<file path="src/rtl/seg7_scan_driver.sv">
// Purpose : time-multiplexed DIGITS-digit hex 7-segment driver with frame-synchronous
//           update, leading-zero suppression, decimal points and anti-ghost blanking.
// Latency : seg/dp/an are registered, 1 clk after the prescaler/index state they show.
// Flow    : no backpressure; load is accepted on any clock, including while disabled.
//
// Ports:
//   clk     - single clock, rising edge
//   rst_n   - synchronous active-low reset
//   value   - 4*DIGITS hex value, nibble i -> digit i (digit 0 least significant)
//   dp_in   - per-digit decimal-point request
//   load    - capture value/dp_in into the shadow registers
//   lz_en   - leading-zero suppression enable
//   enable  - display enable; 0 freezes scanning and blanks the outputs
//   seg     - segments, bit 6 = a .. bit 0 = g (polarity per SEG_ACTIVE_LOW)
//   dp      - decimal point (polarity per SEG_ACTIVE_LOW)
//   an      - digit strobes, at most one active (polarity per AN_ACTIVE_LOW)
module seg7_scan_driver #(
  parameter int DIGITS         = 4,
  parameter int CLK_DIV        = 50000,
  parameter int BLANK_CYC      = 1,
  parameter bit SEG_ACTIVE_LOW = 1'b0,
  parameter bit AN_ACTIVE_LOW  = 1'b1
) (
  input  logic                  clk,
  input  logic                  rst_n,
  input  logic [4*DIGITS-1:0]   value,
  input  logic [DIGITS-1:0]     dp_in,
  input  logic                  load,
  input  logic                  lz_en,
  input  logic                  enable,
  output logic [6:0]            seg,
  output logic                  dp,
  output logic [DIGITS-1:0]     an
);

  localparam int CNT_W = $clog2(CLK_DIV);
  localparam int IDX_W = (DIGITS > 1) ? $clog2(DIGITS) : 1;

  localparam logic [CNT_W-1:0]  CNT_LAST  = CNT_W'(CLK_DIV - 1);
  localparam logic [CNT_W-1:0]  BLANK_END = CNT_W'(BLANK_CYC);
  localparam logic [IDX_W-1:0]  IDX_LAST  = IDX_W'(DIGITS - 1);
  localparam logic [DIGITS-1:0] AN_ONE    = DIGITS'(1);

  // Inactive output levels for each polarity choice.
  localparam logic [6:0]        SEG_OFF = SEG_ACTIVE_LOW ? 7'h7F : 7'h00;
  localparam logic              DP_OFF  = SEG_ACTIVE_LOW;
  localparam logic [DIGITS-1:0] AN_OFF  = AN_ACTIVE_LOW ? {DIGITS{1'b1}} : {DIGITS{1'b0}};

  // Hex nibble to active-high segment pattern {a,b,c,d,e,f,g}.
  function automatic logic [6:0] f_hex_to_seg(input logic [3:0] i_nib);
    logic [6:0] v_seg;
    case (i_nib)
      4'h0:    v_seg = 7'b1111110;
      4'h1:    v_seg = 7'b0110000;
      4'h2:    v_seg = 7'b1101101;
      4'h3:    v_seg = 7'b1111001;
      4'h4:    v_seg = 7'b0110011;
      4'h5:    v_seg = 7'b1011011;
      4'h6:    v_seg = 7'b1011111;
      4'h7:    v_seg = 7'b1110000;
      4'h8:    v_seg = 7'b1111111;
      4'h9:    v_seg = 7'b1111011;
      4'hA:    v_seg = 7'b1110111;
      4'hB:    v_seg = 7'b0011111;
      4'hC:    v_seg = 7'b1001110;
      4'hD:    v_seg = 7'b0111101;
      4'hE:    v_seg = 7'b1001111;
      default: v_seg = 7'b1000111;
    endcase
    return v_seg;
  endfunction

  // Scan state
  logic [CNT_W-1:0]    r_presc;
  logic [IDX_W-1:0]    r_idx;

  // Shadow holds the latest load; frame holds what the current scan frame shows.
  logic [4*DIGITS-1:0] r_shadow_val;
  logic [DIGITS-1:0]   r_shadow_dp;
  logic [4*DIGITS-1:0] r_frame_val;
  logic [DIGITS-1:0]   r_frame_dp;

  // Registered outputs
  logic [6:0]          r_seg;
  logic                r_dp;
  logic [DIGITS-1:0]   r_an;

  // Combinational view of the digit currently being scanned
  logic [3:0]          w_nib;
  logic                w_dp_frame;
  logic                w_upper_zero;
  logic                w_blank_digit;
  logic [6:0]          w_seg_raw;
  logic [6:0]          w_seg_lvl;
  logic                w_dp_lvl;
  logic [DIGITS-1:0]   w_an_onehot;
  logic [DIGITS-1:0]   w_an_lvl;
  logic                w_presc_wrap;
  logic                w_idx_last;
  logic                w_strobe;

  always_comb begin
    w_nib        = 4'h0;
    w_dp_frame   = 1'b0;
    w_upper_zero = 1'b0;
    for (int i = 0; i < DIGITS; i++) begin
      if (r_idx == IDX_W'(i)) begin
        w_nib      = r_frame_val[4*i +: 4];
        w_dp_frame = r_frame_dp[i];
        // Digit 0 is never a leading zero, so only i>0 can report upper-zero.
        w_upper_zero = (i != 0) && ((r_frame_val >> (4*i)) == '0);
      end
    end
  end

  assign w_blank_digit = lz_en && w_upper_zero;
  assign w_seg_raw     = w_blank_digit ? 7'b0000000 : f_hex_to_seg(w_nib);
  assign w_seg_lvl     = SEG_ACTIVE_LOW ? ~w_seg_raw : w_seg_raw;
  // dp follows the frame bit even on a blanked digit.
  assign w_dp_lvl      = SEG_ACTIVE_LOW ? ~w_dp_frame : w_dp_frame;

  assign w_an_onehot   = AN_ONE << r_idx;
  assign w_an_lvl      = AN_ACTIVE_LOW ? ~w_an_onehot : w_an_onehot;

  assign w_presc_wrap  = (r_presc == CNT_LAST);
  assign w_idx_last    = (r_idx == IDX_LAST);
  // Leading part of every slot keeps all anodes dark so the segment bus can
  // settle on the new digit without ghosting onto the previous one.
  assign w_strobe      = (r_presc >= BLANK_END);

  always_ff @(posedge clk) begin
    if (!rst_n) begin
      r_presc      <= '0;
      r_idx        <= '0;
      r_shadow_val <= '0;
      r_shadow_dp  <= '0;
      r_frame_val  <= '0;
      r_frame_dp   <= '0;
      r_seg        <= SEG_OFF;
      r_dp         <= DP_OFF;
      r_an         <= AN_OFF;
    end else begin
      if (load) begin
        r_shadow_val <= value;
        r_shadow_dp  <= dp_in;
      end

      if (enable) begin
        if (w_presc_wrap) begin
          r_presc <= '0;
          if (w_idx_last) begin
            // Start of frame: the frame copy sees the pre-edge shadow, so a
            // load on this same edge waits for the following frame.
            r_idx       <= '0;
            r_frame_val <= r_shadow_val;
            r_frame_dp  <= r_shadow_dp;
          end else begin
            r_idx <= r_idx + IDX_W'(1);
          end
        end else begin
          r_presc <= r_presc + CNT_W'(1);
        end

        // Frame data and index only move on a slot wrap, so seg/dp settle
        // while the anodes are still in the blank window.
        r_seg <= w_seg_lvl;
        r_dp  <= w_dp_lvl;
        r_an  <= w_strobe ? w_an_lvl : AN_OFF;
      end else begin
        r_seg <= SEG_OFF;
        r_dp  <= DP_OFF;
        r_an  <= AN_OFF;
      end
    end
  end

  assign seg = r_seg;
  assign dp  = r_dp;
  assign an  = r_an;

endmodule

</file>
<file path="config.mk">
export PLATFORM = sky130hd
export DESIGN_NAME = seg7_scan_driver
export DESIGN_NICKNAME = d
export VERILOG_FILES = /design/src/rtl/seg7_scan_driver.sv
export SDC_FILE = /design/constraint.sdc
export NUM_CORES = 1
export LEC_CHECK = 0
export CAP_MARGIN = 10
export CORE_MARGIN = 3
export CORE_UTILIZATION = 38
export CTS_CLUSTER_DIAMETER = 100
export DETAILED_ROUTE_END_ITERATION = 6
export HOLD_SLACK_MARGIN = 0.1
export PLACE_DENSITY_LB_ADDON = 0.15
export REMOVE_ABC_BUFFERS = 1
export SLEW_MARGIN = 20
export SYNTH_ARGS = -nofsm -noshare
export SYNTH_HDL_FRONTEND = slang
export SYNTH_SLANG_ARGS = --single-unit
</file>
<file path="constraint.sdc">
create_clock -name clk -period 2.9 [get_ports clk]
set_input_delay 0.58 -clock clk [delete_from_list [all_inputs] [get_ports clk]]
set_output_delay 0.58 -clock clk [all_outputs]
set_load 0.1 [all_outputs]
</file>
Yosys cells after proc, flatten, opt, wreduce, memory -nomap -nowiden
Memories as Yosys holds them, arrays and structs flattened. A register that Yosys moved wholly into a read port is not among the register bits.
Index checks and enable logic that the tools add are counted.
- muxes and demuxes: 13
- reduce and logical (&&, ||, !) cells: 10
- shift-type cells: 1
- bitwise gates (word level): 3
- add/sub/neg operators: 2
- order comparisons: 1
- eq/ne operators: 4
- operator list (cell ; count):
    $logic_not 16->1 ; 3
    $add 16x1->16 const B ; 1
    $eq 16x16->1 const B ; 1
    $ge 16x1->1 const B ; 1
    $mux 16 ; 1
    $mux 4 ; 4
    $mux 1 ; 7
    $reduce_and 3->1 ; 2
    $eq 2x2->1 const B ; 2
    $not 4->4 ; 1
    $reduce_and 2->1 ; 2
    $shl 1x2->4 const A ; 1
    $reduce_or 3->1 ; 1
    $add 2x1->2 const B ; 1
    $eq 2x1->1 const B ; 1
    $logic_not 2->1 ; 1
    $mux 2 ; 1
    $not 1->1 ; 2
    $logic_and 1x1->1 ; 1
- output and inout bits: 12
- input port bits: 25
- word-level logic and storage cells: 43
- memory bits (read-only): 112
- bits in registers: 63
- memories: 1
- memories (memory ; depth ; width ; read ports ; clocked after Yosys merged registers in ; wr ports ; line ; RTL):
    (no name shown) ; 16 ; 7 ; 1 ; 1 ; 0 ; 52 ; case (i_nib)

Depth between registers and ports, before layout
- depth after elaboration: 6
- gate-level depth with buffers: 11
- gate-level depth less buffers: 10

Least setup slack after synthesis
OpenSTA, ideal clock, no wires.
- kind: register -> register
- start: register r_idx[1]
- end: register r_seg[0], in the netlist seg[0]
- cell stages (with the launch flop): 11
- clock period less this slack: 2.279 ns
- library setup time: 0.096 ns
- path buffers: 1
- data required time: 2.804 ns
- path slack: 0.621 ns
- arrival: 2.183 ns
- cell sequence: dfxtp_1 > inv_1 > ha_1 > buf_2 > nand3b_1 > a221oi_1 > inv_1 > ha_1 > nand2_1 > o21ai_0 > a221oi_1
- longest elaborated chain between the ends: 6
- elaborated cells on any way between the ends: 13
- classes of those cells: eq/ne: 3; mux: 7; reduce/logical: 3
- RTL lines (item ; line ; RTL):
    start, declared ; 75 ; logic [IDX_W-1:0] r_idx;
    start signal, assigned ; 158 ; r_idx <= r_idx + IDX_W'(1);
    $eq 2x1->1 ; 107 ; if (r_idx == IDX_W'(i)) begin
    $mux 1 (3 in a row) ; 107 ;
    $logic_and 1x1->1 ; 116 ; assign w_blank_digit = lz_en && w_upper_zero;
    $reduce_or 3->1 (no line) ; n/a ;
    end, declared ; 84 ; logic [6:0] r_seg;
Several ways; a longest one is shown, not always the timed one.
A chain may end at the register's enable or synchronous reset.

Worst setup path in the final report
- start: register r_idx[0]
- end: register r_seg[5], in the netlist seg[5]
The elaborated chain is that of the path after synthesis.

==> flow_metrics.env <==
export IMPL_outcome="finished, final reports clean"
export IMPL_vias=2357
export IMPL_cp_start_kind="flip-flop"
export IMPL_firstDrtPassIters=4
export IMPL_coreArea_um2=7928
export IMPL_routed_wl_um=6344
export IMPL_period_needed_ps=2423
export IMPL_syn2layout_area_growth_pct=22.17
export IMPL_rows=32
export IMPL_layout_commonest_cell="dfxtp_1"
export IMPL_ioPinCount=37
export IMPL_dpl_hpwl_um=4473
export IMPL_drc=0
export IMPL_wl_per_cell_um=13.19
export IMPL_grt_pass1_vias=2287
export IMPL_holdWs_ps=509.3
export IMPL_grt_first_pass_wirelength_um=10850
export IMPL_port_buffer_count=36
export IMPL_drtIter0Drc=52
export IMPL_crit_arrival_ps=2700
export IMPL_clock_latency_ps=350
export IMPL_fp_dieW_um=97.43
export IMPL_final_core_util=0.4896
export IMPL_critPathTopFamily="adder cells"
export IMPL_sw_frac_of_total=0.2220
export IMPL_die_area_um2=9493
export IMPL_vdd_ir_drop_max_uv=340.2
export IMPL_root_buffer="clkbuf_8"
export IMPL_synth_seq_cells=70
export IMPL_leakagePower_nw=1.611
export IMPL_numCtsBuffers=9
export IMPL_htreeDepth=3
export IMPL_cts_tree="built"
export IMPL_vias_per_cell=4.900
export IMPL_relSlewSlack=0.6520
export IMPL_cap_violations=0
export IMPL_gp_congestion=0.8341
export IMPL_p_clk_frac=0.461
export IMPL_drive_gt1_frac=0.1055
export IMPL_antenna_cells=0
export IMPL_synth_cell_type_count=34
export IMPL_fin_crit_sh=0.8354
export IMPL_critical_path_depth=10
export IMPL_intPower_w=0.001680
export IMPL_cp_startpoint="r_idx[0]"
export IMPL_crit_path_end_kind="flip-flop"
export IMPL_hold_class="reg2reg"
export IMPL_p_sw_w=0.0004794
export IMPL_gr_usage_all_layers=0.1411
export IMPL_syn_area_per_cell_um2=9.511
export IMPL_ctsResizeCount=0
export IMPL_cts_hold_buffers=0
export IMPL_path_class="reg2reg"
export IMPL_cp_buffers_inverters=2
export IMPL_power_density_nw_per_um2=556.2
export IMPL_cp_slowest_stage_delay_ps=400
export IMPL_start_util=0.4007
export IMPL_yosysTopAreaCell="dfxtp_1"
export IMPL_crit_end="seg[5]"
export IMPL_clkSinkCount=70
export IMPL_combPwrFrac=0.075
export IMPL_clkTransAtPathRegs_ps=80
export IMPL_slowest_stage="dfxtp_1"
export IMPL_grt_max_degree=35
export IMPL_hold_viol=0
export IMPL_synth_seq_area_share=0.4411
export IMPL_rsz0062_at_grt="false"
export IMPL_setup_viol=0
export IMPL_yosys_warnings=0
export IMPL_syn_cell_area_um2=3177
export IMPL_slew_violations=0
export IMPL_tightest_slew_ps=520.8
export IMPL_r2r_start="r_idx[0]"
export IMPL_skew_ps=9.206
export IMPL_cp_required_ps=3180
export IMPL_crit_fanout=9
export IMPL_post_cts_buffers=0
export IMPL_synthTopCellsByArea="dfxtp_1 (44%), mux2i_1 (13%), nor2b_1 (8.9%), ha_1 (5.5%), nand2_1 (3.4%)"
export IMPL_grt_ovfl_total=0
export IMPL_rrSetupSlack_ps=480
export IMPL_antenna_left=0
export IMPL_grt_antenna_before_repair=0
export IMPL_reg2reg_depth=10
export IMPL_seq_power_share=0.464
export IMPL_nets=413
export IMPL_cp_cell_sequence="inv_1 -> ha_1 -> nor2_1 -> o211ai_1 -> nand2_1 -> inv_1 -> ha_1 -> o21ai_0 -> o21ai_0 -> a21oi_1"
export IMPL_yosysTopAreaCellShare=0.4411
export IMPL_syn_inst=334
export IMPL_max_freq_ghz=0.4128
export IMPL_fp_dieH_um=97.43
export IMPL_tns_ps=0
export IMPL_clock_path_buffers=2
export IMPL_layout_common_cells="dfxtp_1 (70), nor2b_1 (45), mux2i_1 (42)"
export IMPL_rr_endpoint="seg[5]"
[metrics by stage]
stage | std cells | total power, W | instance area, um2 | worst slack, ps
6_report | 481 | 0.002159 | 3881 | 477.4
2_1_floorplan | 319 | 0.001111 | 3108 | 598.0
4_1_cts | 481 | 0.002186 | 3881 | 456.9
3_3_place_gp | 465 | 0.001184 | 3626 | 552.9
3_5_place_dp | 465 | 0.001187 | 3626 | 505.0
5_1_grt | 481 | 0.002250 | 3881 | 168.7
[state kept, by name, indices dropped and copies added (netlist names), 2 cells and up]
| register | flops |
|---|---|
| r_frame_val | 16 |
| r_presc | 16 |
| r_shadow_val | 16 |
| seg | 7 |
| an | 4 |
| r_frame_dp | 4 |
| r_shadow_dp | 4 |
| r_idx | 2 |
[synthesized netlist by cell type]
library cell  count
dfxtp_1          70
nor2b_1          45
mux2i_1          42
nand2_1          29
nor2_1           23
ha_1             14
inv_1            10
a21oi_1           9
clkbuf_1          9
xor2_1            9
nand3_1           7
nor3_1            7
nor4_1            7
o21ai_0           7
nand4_1           6
nand3b_1          5
xnor2_1           5
a221oi_1          4
buf_2             3
nor3b_1           3
o211ai_1          3
a211oi_1          2
a311o_1           2
a311oi_1          2
buf_4             2
a21boi_1          1
and3_1            1
clkbuf_2          1
nand2_2           1
nor4_4            1
o21bai_1          1
or2_2             1
or3_1             1
or4_4             1
[routing by layer]
layer  GRT usage  share of wire
met5           0              0
met4     0.04792          0.012
met3     0.05312          0.044
met2      0.2230           0.45
met1      0.1767           0.49
[tightest hold or removal path: stages, from the launching register on]
cell and delay (ps):
dfxtp_1 350, nand2_1 70, a21boi_1 50
[how the worst min path moves through the flow]
stage                                 from  cells after the start  slack (ps)                to
after floorplan                   r_idx[0]                      2         470          r_idx[0]
after global placement            r_idx[0]                      2         500          r_idx[0]
after detailed placement          r_idx[0]                      2         500          r_idx[0]
after CTS                         r_idx[0]                      2         510          r_idx[0]
after global routing      r_shadow_val[14]                      2         550  r_shadow_val[14]
final                             r_idx[0]                      2         510          r_idx[0]
[power by group through the flow]
stage | Clock, W | Sequential (W) | Combinational, W
after global placement | 0 | 0.00102 | 0.000160
after global routing | 0.00107 | 0.00100 | 0.000176
final | 0.000996 | 0.00100 | 0.000161
after CTS | 0.00102 | 0.00100 | 0.000164
after floorplan | 0 | 0.00106 | 0.0000525
after detailed placement | 0 | 0.00102 | 0.000163
[cells by family (layout without fill, tap and decap cells)]
| kind of cell | Yosys count | count (layout) | share of synthesized area |
|---|---|---|---|
| flip-flops | 70 | 70 | 0.4411 |
| multiplexers | 42 | 42 | 0.1323 |
| XOR/XNOR | 14 | 14 | 0.03860 |
| AND/OR/NAND/NOR | 138 | 138 | 0.2347 |
| buffers and inverters | 25 | 70 | 0.03347 |
| adder cells (fa/ha/maj) | 14 | 14 | 0.05514 |
| AO/OA/AOI/OAI | 31 | 31 | 0.06459 |
[area by class of cell]
cell class,instances,area (um2)
inverter,10,37.54
tap,102,127.6
fill,770,4046
sequential,70,1401
timing repair buffer,44,390.4
multi-input combinational,239,1669
clock inverter,5,103.9
clock buffer,11,151.4
(Power assumes the default switching activity.)
